## src/rtl/xfire_bkm_pkg.sv

```systemverilog
// Shared definitions for the borrow-save accumulator and the CSD-to-binary stage:
// FSM state encoding and the bit layout of a 2-bit borrow-save digit.
package xfire_bkm_pkg;

  typedef enum logic [1:0] {
    ST_IDLE = 2'd0,
    ST_ACC  = 2'd1,
    ST_DONE = 2'd2
  } bs_state_e;

  // Digit i occupies bits [DIG_W*i +: DIG_W]; value = data - sign.
  localparam int DIG_W    = 2;
  localparam int DIG_DATA = 0;
  localparam int DIG_SIGN = 1;

endpackage

```

## src/rtl/bs_add_bin.sv

```systemverilog
// Carry-free row: adds a binary word plus cin into a borrow-save word, one FA per digit.
// Each digit's carry moves only into the next digit's data bit, so delay is independent of W.
module bs_add_bin import xfire_bkm_pkg::*; #(
  parameter int W = 64
) (
  input  logic [2*W-1:0] bs_in,
  input  logic [W-1:0]   bin,
  input  logic           cin,
  output logic [2*W-1:0] bs_out
);

  // dnew[i] is the data bit landing in digit i: cin for digit 0, carry of digit i-1 otherwise.
  logic [W-1:0] dnew;
  assign dnew[0] = cin;

  for (genvar i = 0; i < W; i++) begin : g_dig
    logic d, ns, t;
    assign d  = bs_in[DIG_W*i + DIG_DATA];
    assign ns = ~bs_in[DIG_W*i + DIG_SIGN];
    assign t  = d ^ bin[i] ^ ns;
    assign bs_out[DIG_W*i + DIG_SIGN] = ~t;
    assign bs_out[DIG_W*i + DIG_DATA] = dnew[i];
    if (i < W - 1) begin : g_cy
      assign dnew[i+1] = (d & bin[i]) | (d & ns) | (bin[i] & ns);
    end
  end

endmodule

```

## src/rtl/bs_acc.sv

```systemverilog
// Borrow-save accumulator: start clears, accepted operands are added (or subtracted
// when BS_ACC_SUB_EN is defined), result is held on acc until out_ready.
module bs_acc import xfire_bkm_pkg::*; #(
  parameter int W = 64
) (
  input  logic           clk,
  input  logic           rst_n,
  input  logic           start,
  input  logic           in_valid,
  output logic           in_ready,
  input  logic [W-1:0]   b,
`ifdef BS_ACC_SUB_EN
  input  logic           sub,
`endif
  input  logic           last,
  output logic           out_valid,
  input  logic           out_ready,
  output logic [2*W-1:0] acc
);

  bs_state_e      state_q, state_d;
  logic [2*W-1:0] acc_q, acc_nxt;
  logic           accept, sub_w;

`ifdef BS_ACC_SUB_EN
  assign sub_w = sub;
`else
  assign sub_w = 1'b0;
`endif

  assign accept = in_valid & in_ready;

  // Subtract as add of ~b with cin=1.
  bs_add_bin #(.W(W)) u_row (
    .bs_in  (acc_q),
    .bin    (sub_w ? ~b : b),
    .cin    (sub_w),
    .bs_out (acc_nxt)
  );

  always_comb begin
    state_d   = state_q;
    in_ready  = 1'b0;
    out_valid = 1'b0;
    case (state_q)
      ST_IDLE: if (start) state_d = ST_ACC;
      ST_ACC: begin
        in_ready = 1'b1;
        if (in_valid && last) state_d = ST_DONE;
      end
      ST_DONE: begin
        out_valid = 1'b1;
        if (out_ready) state_d = ST_IDLE;
      end
      default: state_d = ST_IDLE;
    endcase
  end

  always_ff @(posedge clk or negedge rst_n) begin
    if (!rst_n) begin
      state_q <= ST_IDLE;
      acc_q   <= '0;
    end else begin
      state_q <= state_d;
      if (state_q == ST_IDLE && start) acc_q <= '0;
      else if (accept)                 acc_q <= acc_nxt;
    end
  end

  assign acc = acc_q;

endmodule
```

## config.mk

```make
export PLATFORM = sky130hd
export DESIGN_NAME = bs_acc
export DESIGN_NICKNAME = d
export VERILOG_FILES = /design/src/rtl/xfire_bkm_pkg.sv /design/src/rtl/bs_add_bin.sv /design/src/rtl/bs_acc.sv
export SDC_FILE = /design/constraint.sdc
export NUM_CORES = 1
export LEC_CHECK = 0
export ABC_AREA = 1
export CAP_MARGIN = 25
export CORE_UTILIZATION = 47
export DETAILED_ROUTE_END_ITERATION = 8
export GPL_TIMING_DRIVEN = 0
export HOLD_SLACK_MARGIN = 0.08
export PLACE_DENSITY = 0.79
export SLEW_MARGIN = 20
export SYNTH_ARGS = -nofsm -noshare
export SYNTH_HDL_FRONTEND = slang
export SYNTH_SLANG_ARGS = --single-unit
```

## constraint.sdc

```tcl
create_clock -name clk -period 1.6 [get_ports clk]
set_clock_uncertainty 0.05 [all_clocks]
set_input_delay 0.24 -clock clk [delete_from_list [all_inputs] [get_ports clk]]
set_output_delay 0.24 -clock clk [all_outputs]
set_load 0.02 [all_outputs]
```

== After elaboration in Yosys (flattened, before gate mapping) ==
Cells that the tools add are included.
Word-level totals
  bits in registers: 130
  output and inout port bits: 130
  logic and storage cells: 592
Operators by class
  eq/ne operators: 5
  multiplexer cells: 8
  bitwise gates (word level): 572
  reductions and logical operators: 5
Operator list (number)
  128-bit 2-to-1 mux: 2
  1-bit bitwise AND: 190
  1-bit inverter: 128
  1-bit XOR: 128
  1-bit bitwise OR: 126
  2-bit 2-to-1 mux: 3
  2-bit inequality test, second input constant: 3
  2-bit case mux with 3 select lines: 1
  3-bit AND reduction: 1
  2-bit by 1-bit == test with 1-bit output, second input constant: 1
  2-bit == test, second input constant: 1
  1-bit logical AND: 2
  2-bit zero test: 1
  1-bit 2-to-1 mux: 2
  2-bit nonzero test: 1

== Longest topological paths before layout ==
Gate-level depths: netlist of the first run.
  depth in word-level cells: 6
  gate-level depth with buffers: 8
  mapped depth without buffers: 7

== By module ==
Synthesis of the first run repeated with hierarchy kept, for this count alone.
Second synthesis, totals
  cells, all modules: 770
  area, all modules: 6940.4 um2
Modules (own cells, without submodules)
  bs_acc: instances 1, cells each 571, area each 5163.7 um2, seq. area each 3253.1 um2
  bs_add_bin: instances 1, cells each 199, area each 1776.7 um2, seq. area each 0.0 um2

== Worst setup path after synthesis of the first run ==
Ideal clock, no wire load.
  kind: flip-flop to flip-flop
  start: register state_q[1]
  end: register acc_q[100] (netlist: acc[100])
  library setup time: 0.118 ns
  arrival time: 1.142 ns
  required time: 1.432 ns
  path slack: 0.290 ns
  stages on the path, launching flop included: 9
  path buffers: 2
  period minus slack after synthesis: 1.310 ns
  path through: dfrtp_1 inv_1 nand2_2 inv_2 nand2_4 buf_6 buf_4 nand3_1 nand2_1
On the way
  longest elaborated chain between the ends: 4
  elaborated cells on any way between the ends: 7
  those cells by class: eq/ne (1); mux (2); bitwise (1); reduce/logical (3)
Ends and longest elaborated chain
  start: declaration: RTL line bs_acc.sv:21  | bs_state_e state_q, state_d;
  start signal: assignment: RTL line bs_acc.sv:64  | state_q <= state_d;
  2-bit by 1-bit == test with 1-bit output: RTL line bs_acc.sv:45  | case (state_q)
  1-bit 2-to-1 mux: RTL line bs_acc.sv:45
  named net in_ready: RTL line bs_acc.sv:10  | output logic in_ready,
  1-bit bitwise AND: RTL line bs_acc.sv:31  | assign accept = in_valid & in_ready;
  2-bit nonzero test (no source line)
  end signal: assignment: RTL line bs_acc.sv:66  | else if (accept) acc_q <= acc_nxt;
  end: declaration: RTL line bs_acc.sv:22  | logic [2*W-1:0] acc_q, acc_nxt;
The timed path passes the listed nets, and every way through them passes these cells.
A chain may end at the register's enable or synchronous reset.

== Final worst setup path of the first run ==
  start: register state_q[1]
  end: output in_ready
On the way
  longest elaborated chain between the ends: 2
Ends and longest elaborated chain (RTL line)
  2-bit by 1-bit == test with 1-bit output: bs_acc.sv:45
  1-bit 2-to-1 mux: bs_acc.sv:45
  end: declaration: bs_acc.sv:10
Every way passes these cells.

==> summary.log, run 1 <==
qor: run_status.status completed
qor: run.maxCapViolCount 0
qor: clock_network.path_clk_slew 0.05 ns
qor: synth.area_share_of_the_largest_cell_type_after_synthesis 0.519
qor: sta.rsz0062_at_grt false
qor: layout.utilization 0.698
qor: layout.final-seq-area 0.00323 mm2
qor: drt.drt_drc_violations_left 0
qor: setup_path.crit-reg2reg-launch state_q[0]
qor: setup_path.critPathRequiredTime 1.31 ns
qor: clock_network.cts_htree_levels 4
qor: floorplan.chipHeight 117 um
qor: setup_path.criticalPathCategory flip-flop to output port
qor: clock_network.clock_latency 0.42 ns
qor: sta.timing.final.hold_violations 0
qor: sta.worst_pin_slew 0.514 ns
qor: synth.post_synth_num_cell_types 19
qor: synth.synth.cells.most_frequent sky130_fd_sc_hd__nand2_1 (133), sky130_fd_sc_hd__dfrtp_1 (129), sky130_fd_sc_hd__inv_1 (69), sky130_fd_sc_hd__o22ai_1 (63)
qor: synth.synthesis.nets 699
qor: place.globalplace.congestion 0.800
qor: setup_path.timing.critical_path.from_type flip-flop
qor: floorplan.dieArea 0.0137 mm2
qor: drt.drt-pass1-iter-count 5
qor: synth.synth-seq-area-share 0.519
qor: setup_path.rr_worst_depth 5
qor: setup_path.critical_path_maximum_fanout 3
qor: layout.layoutNonFillerInstCount 970
qor: synth.synth_enable_flop_cells 0
qor: sta.max_clock_freq 651 MHz
qor: place.io_buffer_count 198
qor: drt.vias_per_cell 5.17
qor: clock_network.postCtsSetupRepairBufs 0
qor: floorplan.floorplan.initialDensity 0.487
qor: clock_network.tritoncts.num_buffers 17
qor: floorplan.die_width 117 um
qor: drt.detail_route.wl_per_cell 16.9 um
qor: power_and_ir_drop.power_per_cell_area 2080 mW/mm2
qor: power_and_ir_drop.power_leakage 0.00461 uW
qor: global_routing.grt_max_degree 67
qor: setup_path.cp-end-kind output port
qor: synth.synth_top_area_cell sky130_fd_sc_hd__dfrtp_1
qor: global_routing.grt_use_total 0.268
qor: synth.synth.ff_latch_count 129
qor: floorplan.pin_count 200
qor: global_routing.antenna_violations_before_repair 0
qor: drt.detailed_route_wl 16.4 mm
qor: min_path.min-delay-path-class primary input to async pin
qor: sta.final-max-slew-violation-count 0
qor: synth.synth_ff_type sky130_fd_sc_hd__dfrtp_1
qor: sta.fin_crit_sh 0.960
qor: sta.normalized_max_slew_margin 0.657
qor: global_routing.first_global_vias 5519
qor: setup_path.worstPathArrival 1.25 ns
qor: synth.synth_cells 566
qor: layout.drive_gt1_frac 0.0877
qor: layout.nFillCells 997
qor: floorplan.floorplan.core_area 0.0128 mm2
qor: clock_network.clock_sink_count 129
qor: global_routing.first_pass_grt_wire_length 27.1 mm
qor: drt.num_vias 5015
qor: place.dpl.hpwl 12.2 mm
qor: synth.synthMostInstantiatedCell sky130_fd_sc_hd__nand2_1
qor: synth.asyncSetResetFlopFracSynth 1.00
qor: clock_network.clock_tree.buffer_depth 2
qor: clock_network.cts-root-buf sky130_fd_sc_hd__clkbuf_16
qor: layout.areaGrowthSynthToFinish 43.4%
qor: sta.finalSetupTns 0 ns
qor: synth.avgSynthCellArea 11.0 um2
qor: drt.drtIter0Drc 382
qor: sta.setup_viol 0
qor: power_and_ir_drop.vdd.ir_drop.worst 0.00111 V
qor: synth.leading_post_synthesis_cells_by_cell_area sky130_fd_sc_hd__dfrtp_1 (52%), sky130_fd_sc_hd__fa_1 (20%), sky130_fd_sc_hd__nand2_1 (8.0%)
qor: synth.yosys_warnings 0
qor: global_routing.grt_overflow_total 0
qor: layout.finish.net_count 918
qor: place.place.detailed.instances 937
qor: setup_path.crit-reg2reg-capture acc[126]
qor: clock_network.tritoncts_clock_tree yes
qor: layout.area_of_combinational_cells_with_multiple_inputs 0.00253 mm2
qor: setup_path.reg2reg_setup_slack 0.10 ns
qor: floorplan.floorplan.rows 41
qor: synth.syn-cell-area 0.00622 mm2
qor: sta.min_period 1.54 ns
qor: drt.drtAntennaViolNets 0
qor: layout.n_antenna_cell 0
through the flow:
| step | cell area (um2) | setup slack [ns] | total power, uW | hold WS (ns) |
|---|---|---|---|---|
| 6_report | 8920 | 0.0647 | 18500 | 0.290 |
| 3_5_place_dp | 8450 | -0.124 | 15600 | 0.169 |
| 2_1_floorplan | 6220 | 0.290 | 11000 | -0.106 |
| 3_3_place_gp | 8410 | -4.78 | 15100 | 0.475 |
| 5_1_grt | 8920 | 0.000140 | 20000 | 0.351 |
| 4_1_cts | 8910 | 0.00728 | 18700 | 0.316 |
cells by family (layout without fill, tap and decap cells):
logic type	after synthesis	in the layout	share of synthesized area
simple gates	203	203	0.138
fa+ha+maj	63	63	0.202
flops	129	129	0.519
other cells	1	1	0.000603
compound gates	66	66	0.0664
buf+inv	104	336	0.0739
registers in the layout, indices dropped and copies added, names as in the netlist:
signal and flops:
acc 127, state_q 2
how the worst max path moves through the flow:
stage                end        from  cells after the start  slack [ns]
6_report        in_ready  state_q[1]                      4        0.06
5_1_grt         in_ready  state_q[1]                      4      0.0001
4_1_cts        out_valid  state_q[0]                      2       0.007
3_5_place_dp     acc[98]    in_valid                      6       -0.12
3_3_place_gp     acc[95]       rst_n                      1       -4.78
2_1_floorplan   acc[100]  state_q[1]                      8        0.29
layout by cell type, fill, tap and decap left out, types with 2 or more instances in the layout:
cell type and instances:
sky130_fd_sc_hd__fa_1 62, sky130_fd_sc_hd__buf_2 16, sky130_fd_sc_hd__clkbuf_2 5, sky130_fd_sc_hd__o21ai_0 2, sky130_fd_sc_hd__clkbuf_1 4, sky130_fd_sc_hd__o22ai_1 63
sky130_fd_sc_hd__nand3_1 62, sky130_fd_sc_hd__clkbuf_8 8, sky130_fd_sc_hd__dlygate4sd2_1 127, sky130_fd_sc_hd__dfrtp_1 129, sky130_fd_sc_hd__bufinv_16 2, sky130_fd_sc_hd__nor2_1 4
sky130_fd_sc_hd__nand2_1 133, sky130_fd_sc_hd__buf_4 11, sky130_fd_sc_hd__clkdlybuf4s50_1 68, sky130_fd_sc_hd__inv_1 69, sky130_fd_sc_hd__inv_2 2, sky130_fd_sc_hd__clkbuf_16 17
sky130_fd_sc_hd__nand2_4 2
metal layers:
layer	up-vias	share of wire	track usage	wire, um
met5	-	0	0	0
li1	2262	-	-	-
met1	2536	0.39	0.324	6440
met4	0	0.032	0.132	522
met2	172	0.52	0.445	8530
met3	45	0.054	0.0752	890
area by class of cell:
cell class / instances / area share
Timing Repair Buffer: 200 / 0.208
Buffer: 33 / 0.0222
Clock buffer: 29 / 0.0617
Tap cell: 172 / 0.0241
Clock inverter: 3 / 0.00730
Multi-Input combinational cell: 333 / 0.284
Sequential cell: 129 / 0.362
Inverter: 71 / 0.0299
power breakdown:
part / total, uW / internal [uW] / switching, uW / leakage (uW)
Clock: 3990 / 2620 / 1360 / 0.000304
Combinational: 8640 / 3370 / 5270 / 0.00263
Sequential: 5910 / 4690 / 1220 / 0.00168
Total: 18500 / 10700 / 7850 / 0.00461
timing repair:
item,4_1_cts,5_1_grt
endpoints found under the setup margin,129,62
endpoints found under the hold margin,65,0
resized for setup,133,7
pin swaps,0,0
hold buffers,1,0
critical path: stages, from the launching register on:
cell,delay (ns)
sky130_fd_sc_hd__dfrtp_1,0.37
sky130_fd_sc_hd__inv_1,0.10
sky130_fd_sc_hd__nand2_2,0.09
sky130_fd_sc_hd__inv_2,0.09
sky130_fd_sc_hd__clkbuf_4,0.18
(Power assumes the default switching activity.)
==> run 2: changes to the inputs <==
--- a/config.mk
+++ b/config.mk
@@ -7,11 +7,11 @@
 export LEC_CHECK = 0
 export ABC_AREA = 1
 export CAP_MARGIN = 25
-export CORE_UTILIZATION = 47
+export CORE_UTILIZATION = 44
 export DETAILED_ROUTE_END_ITERATION = 8
 export GPL_TIMING_DRIVEN = 0
 export HOLD_SLACK_MARGIN = 0.08
-export PLACE_DENSITY = 0.79
+export PLACE_DENSITY = 0.75
 export SLEW_MARGIN = 20
 export SYNTH_ARGS = -nofsm -noshare
 export SYNTH_HDL_FRONTEND = slang
==> run 2 against run 1 <==
  * Power down 1.9%
  * First-iteration DRC count fell by 26%
  * Combinational power hardly changed
  * Hold slack gained 0.019 ns
  * Flip-flop and latch count unchanged
  * Largest cell class unchanged
==> summary.log, run 2 (synthesis results as in run 1) <==
qor: layout.n_antenna_cell 0 [unchanged]
qor: floorplan.floorplan.initialDensity 0.450 [-0.0371]
qor: setup_path.criticalPathCategory flip-flop to output port
qor: global_routing.grt_overflow_total 0 [unchanged]
qor: place.dpl.hpwl 12.1 mm [-0.84%]
qor: drt.drtIter0Drc 282 [-26%]
qor: place.globalplace.congestion 0.770 [-3.8%]
qor: setup_path.critPathRequiredTime 1.31 ns [about the same]
qor: drt.detailed_route_wl 16.5 mm [+0.59%]
qor: floorplan.floorplan.core_area 0.0138 mm2 [+8.2%]
qor: run_status.status completed
qor: power_and_ir_drop.clock_power_share 0.202 [-0.013]
qor: setup_path.critical_path_maximum_fanout 4 [+1]
qor: sta.rsz0062_at_grt false
qor: global_routing.antenna_violations_before_repair 0 [unchanged]
qor: layout.largest_register_ff_count 127 [unchanged]
qor: place.dp_slack -0.161 ns [-0.0375 ns]
qor: power_and_ir_drop.power_leakage 0.00458 uW [-0.62%]
qor: layout.final_cell_mix sky130_fd_sc_hd__nand2_1 (133), sky130_fd_sc_hd__dfrtp_1 (129), sky130_fd_sc_hd__dlygate4sd2_1 (127)
qor: setup_path.crit_buf_inv 1 [-2]
qor: setup_path.timing.critical_path.from_type flip-flop
qor: sta.final.hold.worst_slack 0.309 ns [+0.0194 ns]
qor: power_and_ir_drop.pwr-share-seq 0.324 [+0.005]
qor: drt.drt-pass1-iter-count 6 [+1]
qor: drt.num_vias 4943 [-1.4%]
qor: setup_path.timing.critical_path.cells nor2_1, clkdlybuf4s15_1
qor: place.place.detailed.instances 945 [+0.85%]
qor: layout.areaGrowthSynthToFinish 42.7%
qor: power_and_ir_drop.sw_frac_of_total 0.430 [+0.00666]
qor: clock_network.tritoncts_clock_tree yes
qor: sta.fin_crit_sh 0.974 [+0.0144]
qor: setup_path.timing.critical_path.max_delay_family flip-flops
qor: sta.max_clock_freq 642 MHz [-1.5%]
qor: layout.finish.net_count 918 [unchanged]
qor: clock_network.clock_tree.buffer_depth 2 [unchanged]
qor: sta.min_period 1.56 ns [+0.0230 ns]
qor: layout.most_common_cell_after_layout_fill_and_taps_aside sky130_fd_sc_hd__nand2_1
qor: drt.drt_drc_violations_left 0 [unchanged]
qor: clock_network.tritoncts.num_buffers 17 [unchanged]
qor: drt.drtAntennaViolNets 0 [unchanged]
qor: sta.setup_viol 0 [unchanged]
qor: setup_path.worstPathArrival 1.27 ns [+0.02 ns]
qor: sta.timing.final.hold_violations 0 [unchanged]
qor: clock_network.postCtsSetupRepairBufs 0 [unchanged]
qor: clock_network.path_clk_slew 0.06 ns [about the same]
qor: power_and_ir_drop.power_per_cell_area 2050 mW/mm2 [-1.4%]
qor: clock_network.clock_latency 0.41 ns [about the same]
qor: sta.timing.final.ws_setup 0.0418 ns [-0.0230 ns]
qor: place.io_buffer_count 198 [unchanged]
qor: power_and_ir_drop.vdd.ir_drop.worst 0.000905 V [-19%]
qor: power_and_ir_drop.pwr-share-comb 0.474 [+0.008]
qor: setup_path.cell_with_the_biggest_individual_delay_on_the_critical_path sky130_fd_sc_hd__dfrtp_1
qor: floorplan.chipHeight 121 um [+3.3%]
qor: setup_path.critPathMaxStageDelay 0.41 ns [+0.04 ns]
qor: run.maxCapViolCount 0 [unchanged]
qor: global_routing.first_global_vias 5272 [-4.5%]
qor: power_and_ir_drop.power_report.internal_total 10400 uW [-3.0%]
qor: setup_path.cp-end-kind output port
qor: sta.finalSetupTns 0 ns [unchanged]
qor: drt.detail_route.wl_per_cell 16.9 um [about the same]
qor: floorplan.die_width 121 um [+3.3%]
qor: power_and_ir_drop.net-switching-power 7820 uW [-0.35%]
qor: floorplan.pin_count 200 [unchanged]
qor: clock_network.cts_htree_levels 4 [unchanged]
qor: floorplan.floorplan.rows 43 [+4.9%]
qor: global_routing.grt_use_total 0.243 [-0.0246]
qor: clock_network.clock_sink_count 129 [unchanged]
qor: drt.vias_per_cell 5.06 [-2.0%]
qor: global_routing.grt_max_degree 67 [unchanged]
qor: clock_network.cts-root-buf sky130_fd_sc_hd__clkbuf_16
qor: layout.utilization 0.642 [-0.0563]
qor: min_path.min-delay-path-class primary input to async pin
qor: floorplan.dieArea 0.0146 mm2 [+6.7%]
qor: global_routing.first_pass_grt_wire_length 27.0 mm [-0.13%]
qor: sta.final-max-slew-violation-count 0 [unchanged]
qor: layout.layoutNonFillerInstCount 976 [+0.62%]
qor: layout.drive_gt1_frac 0.0854 [-0.00229]
run 2: cell count changes in the layout (fill, tap and decap cells not counted), sizes merged:
cell           change
buf                +1
bufinv             -1
clkbuf             -6
clkdlybuf4s15      +1
clkinv             +2
clkinvlp           +1
run 2: timing repair:
item	4_1_cts	5_1_grt
endpoints found under the setup margin	129	62
hold endpoints to repair	63	0
hold buffers	1	0
gates resized for setup	132	7
run 2: cell type report:
type | count | area (um2)
Clock inverter | 5 | 52.6
Clock buffer | 25 | 505
Inverter | 71 | 267
Sequential cell | 129 | 3230
Tap cell | 180 | 225
Buffer | 33 | 198
Fill cell | 1123 | 4950
Multi-Input combinational cell | 333 | 2530
Timing Repair Buffer | 200 | 1860
run 2: layer usage:
| metal | wire length (um) | track usage | share of wire | vias up |
|---|---|---|---|---|
| met2 | 8510 | 0.407 | 0.52 | 154 |
| met3 | 785 | 0.0522 | 0.048 | 24 |
| met1 | 6870 | 0.309 | 0.42 | 2505 |
| li1 | - | - | - | 2260 |
| met5 | 0 | 0 | 0 | - |
| met4 | 321 | 0.0965 | 0.019 | 0 |
run 2: per-stage QoR:
stage	power (uW)	instance area [um2]
2_1_floorplan	11000	6220
3_3_place_gp	15100	8420
3_5_place_dp	15600	8460
4_1_cts	18300	8860
5_1_grt	19600	8870
6_report	18200	8870
run 2: path summary, 6_finish.rpt:
kind / from / to / slack, ns / cells past startpoint
worst max-delay path: state_q[0] / out_valid / 0.04 / 2
worst min-delay path: rst_n / acc[97] / 0.31 / 2
worst max register to register: state_q[0] / acc[105] / 0.11 / 5
worst min register to register: state_q[0] / state_q[1] / 0.50 / 1
max in group asynchronous: rst_n / acc[57] / 0.49 / 3
min in group clk: last / state_q[1] / 0.37 / 3
run 2: power by group through the flow:
stage,clock (uW),combinational (uW),sequential [uW]
2_1_floorplan,0,3580,7470
3_5_place_dp,0,9610,6000
4_1_cts,3710,8710,5910
5_1_grt,3890,9610,6110
3_3_place_gp,0,9240,5900
6_report,3670,8620,5890
==> run 3: changes to the inputs <==
--- a/config.mk
+++ b/config.mk
@@ -7,12 +7,12 @@
 export LEC_CHECK = 0
 export ABC_AREA = 1
 export CAP_MARGIN = 25
+export CORE_MARGIN = 2
 export CORE_UTILIZATION = 44
 export DETAILED_ROUTE_END_ITERATION = 8
 export GPL_TIMING_DRIVEN = 0
 export HOLD_SLACK_MARGIN = 0.08
 export PLACE_DENSITY = 0.75
-export SLEW_MARGIN = 20
 export SYNTH_ARGS = -nofsm -noshare
 export SYNTH_HDL_FRONTEND = slang
 export SYNTH_SLANG_ARGS = --single-unit
==> run 3 against run 2 <==
  * Power is 0.97% higher
  * Sequential share of layout area fell by 0.11 points
  * Fmax increased by 0.62%
  * Hold slack worse by 0.052 ns
  * Combinational power rose by 0.5%
  * Core utilization increased by 0.19 points
  * Flip-flop and latch count is the same
  * Critical path type unchanged
  * Highest routed layer unchanged
==> summary.log, run 3 (synthesis results as in run 1) <==
qor: run_status.status completed
qor: global_routing.first_pass_grt_wire_length 27.0 mm [-0.26%]
qor: layout.drive_gt1_frac 0.0891 [+0.00366]
qor: setup_path.criticalPathCategory flip-flop to output port
qor: clock_network.clock_sink_count 129 [unchanged]
qor: setup_path.critical_path_maximum_fanout 4 [unchanged]
qor: setup_path.crit_path_start state_q[0]
qor: power_and_ir_drop.power_per_cell_area 2060 mW/mm2 [+0.67%]
qor: setup_path.worstPathArrival 1.26 ns [about the same]
qor: layout.n_antenna_cell 0 [unchanged]
qor: global_routing.grt_overflow_total 0 [unchanged]
qor: drt.drtAntennaViolNets 0 [unchanged]
qor: global_routing.first_global_vias 5394 [+2.3%]
qor: power_and_ir_drop.pwr-share-seq 0.320 [-0.004]
qor: place.io_buffer_count 198 [unchanged]
qor: setup_path.critPathRequiredTime 1.31 ns [about the same]
qor: drt.detailed_route_wl 16.7 mm [+1.1%]
qor: sta.finalSetupTns 0 ns [unchanged]
qor: clock_network.cts_htree_levels 4 [unchanged]
qor: global_routing.grt_max_degree 93 [+39%]
qor: layout.final_cell_mix sky130_fd_sc_hd__nand2_1 (133), sky130_fd_sc_hd__dfrtp_1 (129), sky130_fd_sc_hd__dlygate4sd2_1 (127)
qor: setup_path.cell_with_the_biggest_individual_delay_on_the_critical_path sky130_fd_sc_hd__dfrtp_1
qor: setup_path.timing.critical_path.from_type flip-flop
qor: drt.drt-pass1-iter-count 5 [-1]
qor: setup_path.timing.critical_path.max_delay_family flip-flops
qor: layout.areaGrowthSynthToFinish 43.1%
qor: sta.rsz0062_at_grt false
qor: global_routing.antenna_violations_before_repair 0 [unchanged]
qor: sta.min_period 1.55 ns [-0.00956 ns]
qor: drt.drt_drc_violations_left 0 [unchanged]
qor: setup_path.critical_path_cell_count 2 [unchanged]
qor: sta.timing.final.hold_violations 0 [unchanged]
qor: place.place.detailed.instances 945 [unchanged]
qor: clock_network.clock_tree.buffer_depth 2 [unchanged]
qor: floorplan.dieArea 0.0151 mm2 [+3.3%]
qor: min_path.min-delay-path-class primary input to async pin
qor: power_and_ir_drop.clock_power_share 0.208 [+0.006]
qor: floorplan.die_width 123 um [+1.7%]
qor: floorplan.floorplan.core_area 0.0138 mm2 [unchanged]
qor: setup_path.timing.critical_path.cells nor2_1, clkdlybuf4s15_1
qor: setup_path.crit_buf_inv 1 [unchanged]
qor: global_routing.grt_use_total 0.236 [-0.00744]
qor: clock_network.cts-root-buf sky130_fd_sc_hd__clkbuf_16
qor: layout.finish.net_count 918 [unchanged]
qor: power_and_ir_drop.pwr-share-comb 0.471 [-0.003]
qor: floorplan.chipHeight 123 um [+1.7%]
qor: power_and_ir_drop.vdd.ir_drop.worst 0.000968 V [+7.0%]
qor: sta.final-max-slew-violation-count 0 [unchanged]
qor: layout.layoutNonFillerInstCount 977 [+0.10%]
qor: drt.num_vias 5067 [+2.5%]
qor: clock_network.postCtsSetupRepairBufs 0 [unchanged]
qor: clock_network.tritoncts_clock_tree yes
qor: clock_network.clock_latency 0.41 ns [about the same]
qor: clock_network.tritoncts.num_buffers 17 [unchanged]
qor: floorplan.floorplan.initialDensity 0.450 [unchanged]
qor: power_and_ir_drop.net-switching-power 7880 uW [+0.70%]
qor: clock_network.path_clk_slew 0.05 ns [about the same]
qor: layout.most_common_cell_after_layout_fill_and_taps_aside sky130_fd_sc_hd__nand2_1
qor: layout.nFillCells 1127 [+0.36%]
qor: power_and_ir_drop.power_leakage 0.00459 uW [+0.15%]
qor: floorplan.pin_count 200 [unchanged]
qor: drt.vias_per_cell 5.19 [+2.4%]
qor: layout.area_of_combinational_cells_with_multiple_inputs 0.00253 mm2 [unchanged]
qor: power_and_ir_drop.sw_frac_of_total 0.429 [-0.00115]
qor: place.dpl.hpwl 12.2 mm [+0.94%]
qor: setup_path.crit-reg2reg-launch state_q[0]
qor: sta.fin_crit_sh 0.968 [-0.00597]
qor: drt.detail_route.wl_per_cell 17.1 um [+1.0%]
qor: layout.largest_register_ff_count 127 [unchanged]
qor: setup_path.cp-end-kind output port
qor: layout.design_area 0.00890 mm2 [+0.30%]
qor: setup_path.rr_worst_depth 5 [unchanged]
qor: layout.final-seq-area 0.00323 mm2 [unchanged]
qor: place.globalplace.congestion 0.790 [+2.6%]
qor: power_and_ir_drop.post-layout-total-power 18400 uW [+0.97%]
qor: power_and_ir_drop.power_report.internal_total 10500 uW [+1.2%]
qor: sta.max_clock_freq 646 MHz [+0.62%]
qor: drt.drtIter0Drc 364 [+29%]
qor: place.post_dp_cell_area 0.00845 mm2 [about the same]
qor: setup_path.critPathMaxStageDelay 0.41 ns [about the same]
qor: run.maxCapViolCount 0 [unchanged]
qor: floorplan.floorplan.rows 43 [unchanged]
qor: sta.setup_viol 0 [unchanged]
## run 3: cell type report
class                      instances  area share
sequential                       129       0.363
multi-input combinational        333       0.285
timing repair buffer             200       0.209
clock buffer                      22      0.0544
inverter                          71      0.0299
tap                              180      0.0253
buffer                            33      0.0222
clock inverter                     9      0.0119
## run 3: worst paths after layout
kind / endpoint / slack [ns]
min: acc[35] / 0.26
min in group clk: state_q[1] / 0.37
max reg2reg: acc[115] / 0.12
min reg2reg: state_q[1] / 0.49
max in group asynchronous: acc[57] / 0.47
max: out_valid / 0.05
## run 3: per-layer routing
layer / track usage / vias up / share of wire
met5: 0 / - / 0
li1: - / 2262 / -
met1: 0.287 / 2578 / 0.40
met2: 0.390 / 183 / 0.51
met3: 0.0558 / 44 / 0.058
met4: 0.125 / 0 / 0.034
## run 3: power groups by stage
stage	clock network [uW]	logic [uW]	registers, uW
floorplan	0	3580	7470
CTS	3890	8730	5910
global placement	0	9250	5910
finish	3820	8660	5880
global route	4040	9630	6100
detailed placement	0	9650	5990
## run 3: what timing repair did
action,CTS,global route
gates resized for setup,132,6
hold buffers,1,0
endpoints found under the hold margin,37,0
cloned,0,0
endpoints found under the setup margin,129,61
## run 3: per-stage QoR
step / hold slack (ns) / worst slack, ns / util
floorplan: -0.106 / 0.290 / -
global placement: 0.476 / -4.83 / 0.609
detailed placement: 0.119 / -0.142 / 0.611
CTS: 0.248 / 0.0128 / 0.643
global route: 0.277 / 0.000532 / 0.644
finish: 0.258 / 0.0513 / 0.644
==> edit 1 (flow settings as in run 3) <==
`W` is set to 64 in 2 places; all go to 32.
--- a/src/rtl/bs_add_bin.sv
+++ b/src/rtl/bs_add_bin.sv
@@ -1,7 +1,7 @@
 // Carry-free row: adds a binary word plus cin into a borrow-save word, one FA per digit.
 // Each digit's carry moves only into the next digit's data bit, so delay is independent of W.
 module bs_add_bin import xfire_bkm_pkg::*; #(
-  parameter int W = 64
+  parameter int W = 32
 ) (
   input  logic [2*W-1:0] bs_in,
   input  logic [W-1:0]   bin,
--- a/src/rtl/bs_acc.sv
+++ b/src/rtl/bs_acc.sv
@@ -1,7 +1,7 @@
 // Borrow-save accumulator: start clears, accepted operands are added (or subtracted
 // when BS_ACC_SUB_EN is defined), result is held on acc until out_ready.
 module bs_acc import xfire_bkm_pkg::*; #(
-  parameter int W = 64
+  parameter int W = 32
 ) (
   input  logic           clk,
   input  logic           rst_n,
Interface: changed (resized acc and b); port bits go from 200 to 104. No check against the original RTL was run, so the function may have changed too.
==> edit 1 against run 3 <==
  * Die area is 45% lower
  * Sequential cell count down 64
  * Global-route usage shrank 3.5 points
  * Cell area down 47%
  * Sequential share of layout area decreased by 1.6 points
  * Total power fell by 50%
  * Synthesized area down 46%
  * Synthesized cell count decreased by 49%
  * Worst setup slack gained 0.045 ns
  * Non-clock buffer count fell by 114
  * Routed wire length shrank 54%
  * Largest power group unchanged
==> edit 1: results <==
[status]
status = "finished, final reports clean"

[drt]
vias_per_cell = 4.90
drtIter0Drc = 110
postRouteWirelength_um = 7710
dr.pass1.iters = 4

[yosys]
synthesis.nets = 360
async_reset_ff_frac = 1.00
synth_area_leaders = "dfrtp_1 (49%), fa_1 (18%), o22ai_2 (11%), nand2_1 (7.9%), nand3_1 (4.6%)"
synth_top_area_share = 0.487
synth_compound_area_frac = 0.119
synthFlopType = "dfrtp_1"
ys_top_cells_by_count = "nand2_1 (70), dfrtp_1 (65), inv_1 (36), nand3_1 (31)"
synth-adder-area-share = 0.183

[worst_setup_path]
r2r-end = "acc[15]$_DFFE_PN0P_"
worstPathMaxFanout = 5
r2r_start = "state_q[1]$_DFFE_PN0P_"
cp_slowest_stage_delay_ns = 0.43

[placement]
io_buffers = 102
hpwlAfterDp_um = 5480
pre_cts_ws_ns = -0.0193
place_congestion = 0.776

[timing]
fmax_ghz = 0.665
holdWs_ns = 0.419

[hold_path]
hold_path.class = "in -> reg"

[layout]
finalNetCount = 474
drive_above_1_share = 0.166
largest_reg_flops = 63

[clock_tree]
cts_root_buffer = "clkbuf_8"
cts_buffers = 9
cts_max_level = 3
insertion_delay_ns = 0.34
cts.clk_slew.worst_paths_ns = 0.07

[power]
max-vdd-ir-drop_mv = 0.986

[global_routing]
grt_pass1_vias = 2667
grt_max_degree = 66
grt_usage = 0.201
## edit 1: cell types whose count changed after synthesis, moves of 30 or more
cell,before,now
inv_1,69,36
o22ai_1,63,1
nand3_1,62,31
fa_1,62,30
nand2_1,133,70
dfrtp_1,129,65
o22ai_2,0,30
## edit 1: report_power, final
group          internal [uW]  switching (uW)
Clock                    845             645
Combinational           2030            2790
Sequential              2320             485
## edit 1: worst reg2reg max path: stages, from the launching register on
cell     delay, ns
dfrtp_1       0.38
inv_1         0.12
nand3_2       0.19
nand2_2       0.20
buf_6         0.20
o22ai_2       0.08
## edit 1: layout make-up
class,count,area (um2)
timing repair buffer,103,1010
clock buffer,12,165
buffer,16,109
multi-input combinational,173,1470
fill,634,2600
inverter,37,139
clock inverter,4,50.0
tap,99,124
sequential,65,1630
## edit 1: through the flow
stage,std cells,cell area [um2]
6_report,509,4690
5_1_grt,509,4690
4_1_cts,509,4650
3_5_place_dp,492,4480
3_3_place_gp,492,4490
2_1_floorplan,291,3340
## edit 1: worst min-delay path by stage
stage,from,to
2_1_floorplan,rst_n,acc[10]$_DFFE_PN0P_
3_3_place_gp,acc[63]$_DFFE_PN0P_,acc[63]$_DFFE_PN0P_
3_5_place_dp,rst_n,acc[1]$_DFFE_PN0P_
4_1_cts,out_ready,state_q[1]$_DFFE_PN0P_
5_1_grt,out_ready,state_q[1]$_DFFE_PN0P_
6_report,out_ready,state_q[1]$_DFFE_PN0P_
## edit 1: logic make-up after synthesis
kind of cell,after synthesis
compound gates,34
fa+ha+maj,31
buf+inv,53
flops,65
other cells,1
simple gates,107
## edit 1: repair_timing
action	CTS	global route
endpoints found under the setup margin	48	18
resized for setup	49	18
gates cloned	0	0
endpoints found under the hold margin	65	0
buffers inserted	0	0
hold buffers	1	0
## edit 1: routing by layer
metal  vias up  routed length (um)  GRT usage
met3        11                 447     0.0523
li1       1158                   -          -
met2        75                3800      0.325
met4         0                 124     0.0707
met5         -                   0          0
met1      1251                3350      0.265
==> edit 2 (flow settings as in run 3) <==
Made on the original files. Reset style: synchronous (`rst_n`), changed in one clocked block.
--- a/src/rtl/bs_acc.sv
+++ b/src/rtl/bs_acc.sv
@@ -56,7 +56,7 @@
     endcase
   end
 
-  always_ff @(posedge clk or negedge rst_n) begin
+  always_ff @(posedge clk) begin
     if (!rst_n) begin
       state_q <= ST_IDLE;
       acc_q   <= '0;
Function: differs if rst_n is asserted again (counterexample within 4 cycles, from zero or initial values and one cycle with rst_n low); with rst_n held inactive, the same outputs for 4 cycles.
==> edit 2 against run 3 <==
  * Worst setup slack gained 0.058 ns
  * Routed wire length shrank 7.6%
  * Synthesized cell count is 24% higher
  * Die area shrank 0.63%
  * Synthesized area down 0.64%
  * Sequential cell count is the same
  * Critical path depth decreased by 1
  * Cell area down 0.67%
  * Critical endpoint is now acc[82]
  * Largest cell class is now multi-input combinational cells
Power is not compared: it rests on default switching activity, and its combinational part moved more than twofold at a synthesized area within 25%.
==> edit 2: results <==
[status]
status = "finished, final reports clean"

[drt]
vias_per_cell = 4.69
drtIter0Drc = 228
wl_per_cell_um = 13.9
dr.pass1.iters = 4

[global_routing]
grt_usage = 0.210
grt_pass1_vias = 5055
grt_max_degree = 17
grt_pass1_wl_um = 24500

[power]
p_leak_uw = 0.00362

[yosys]
ys_seq_area_frac = 0.418
synthesis.nets = 835
ys_top_cells_by_count = "nand2_1 (198), a21oi_1 (129), dfxtp_1 (129), inv_1 (70), fa_1 (62)"
synthFlopType = "dfxtp_1"
yosysUniqueCellTypes = 20
syn_area_per_cell_um2 = 8.80
async_reset_ff_frac = 0
synth_area_leaders = "dfxtp_1 (42%), fa_1 (20%), nand2_1 (12%), a21oi_1 (10%), or2_0 (6.2%)"

[layout]
instances_no_fill = 1112
utilization = 0.642
n_fill_cell = 1228
drive_above_1_share = 0.0697

[clock_tree]
cts_max_level = 4
insertion_delay_ns = 0.41
postCtsResizedCells = 130
cts_root_buffer = "clkbuf_16"

[worst_setup_path]
cp_slowest_stage_delay_ns = 0.40
worstPathMaxFanout = 3
crit_slowest_cell = "dfxtp_1"
cp_data_arrival_time_ns = 1.20
crit_family = "flip-flops"

[placement]
pre_cts_ws_ns = -0.221
place_congestion = 0.761
dpl_cell_area_um2 = 8380
hpwlAfterDp_um = 11300

[timing]
worst_pin_slew_ns = 0.512

[hold_path]
hold_path.class = "in -> reg"
-- edit 2: final timing paths --
check	start	to	slack, ns	cells after the start
worst max-delay path	acc[82]$_SDFFE_PP0P_	acc[82]	0.11	1
worst min-delay path	start	state_q[0]$_SDFFE_PN0P_	0.41	3
worst max register to register	state_q[1]$_SDFFE_PN0P_	acc[87]$_SDFFE_PP0P_	0.15	5
worst min register to register	acc[51]$_SDFFE_PP0P_	acc[51]$_SDFFE_PP0P_	0.43	2
-- edit 2: routing by layer --
metal | global-route usage | vias up | part of all wire
met2 | 0.349 | 167 | 0.48
met3 | 0.0860 | 17 | 0.091
met5 | 0 | - | 0
met4 | 0.0661 | 0 | 0.013
li1 | - | 2593 | -
met1 | 0.248 | 2436 | 0.41
-- edit 2: layout make-up --
| class | count | area share |
|---|---|---|
| clock buffers | 20 | 0.0528 |
| inverters | 71 | 0.0301 |
| clock inverters | 12 | 0.0178 |
| repair buffers | 198 | 0.205 |
| well taps | 180 | 0.0255 |
| plain buffers | 41 | 0.0268 |
| flip-flops and latches | 129 | 0.292 |
| multi-input cells | 461 | 0.350 |
-- edit 2: cell families after synthesis --
group,Yosys count,share of synthesized area
other,1,0.000607
flip-flops,129,0.418
buffers and inverters,112,0.0814
AND/OR/NAND/NOR,268,0.192
AO/OA/AOI/OAI,129,0.105
adder cells (fa/ha/maj),63,0.203
-- edit 2: tightest hold or removal path: cells and delay by family --
| family | cells | cell delay [ns] |
|---|---|---|
| and+or+nand+nor | 1 | 0.10 |
| AOI/OAI and AO/OA | 1 | 0.07 |
| buffers and inverters | 1 | 0.42 |
-- edit 2: where the power goes --
group	switching [uW]	internal [uW]	leakage [uW]
clock network	1470	2580	0.000298
logic	612	470	0.00228
registers	83.0	3310	0.00104
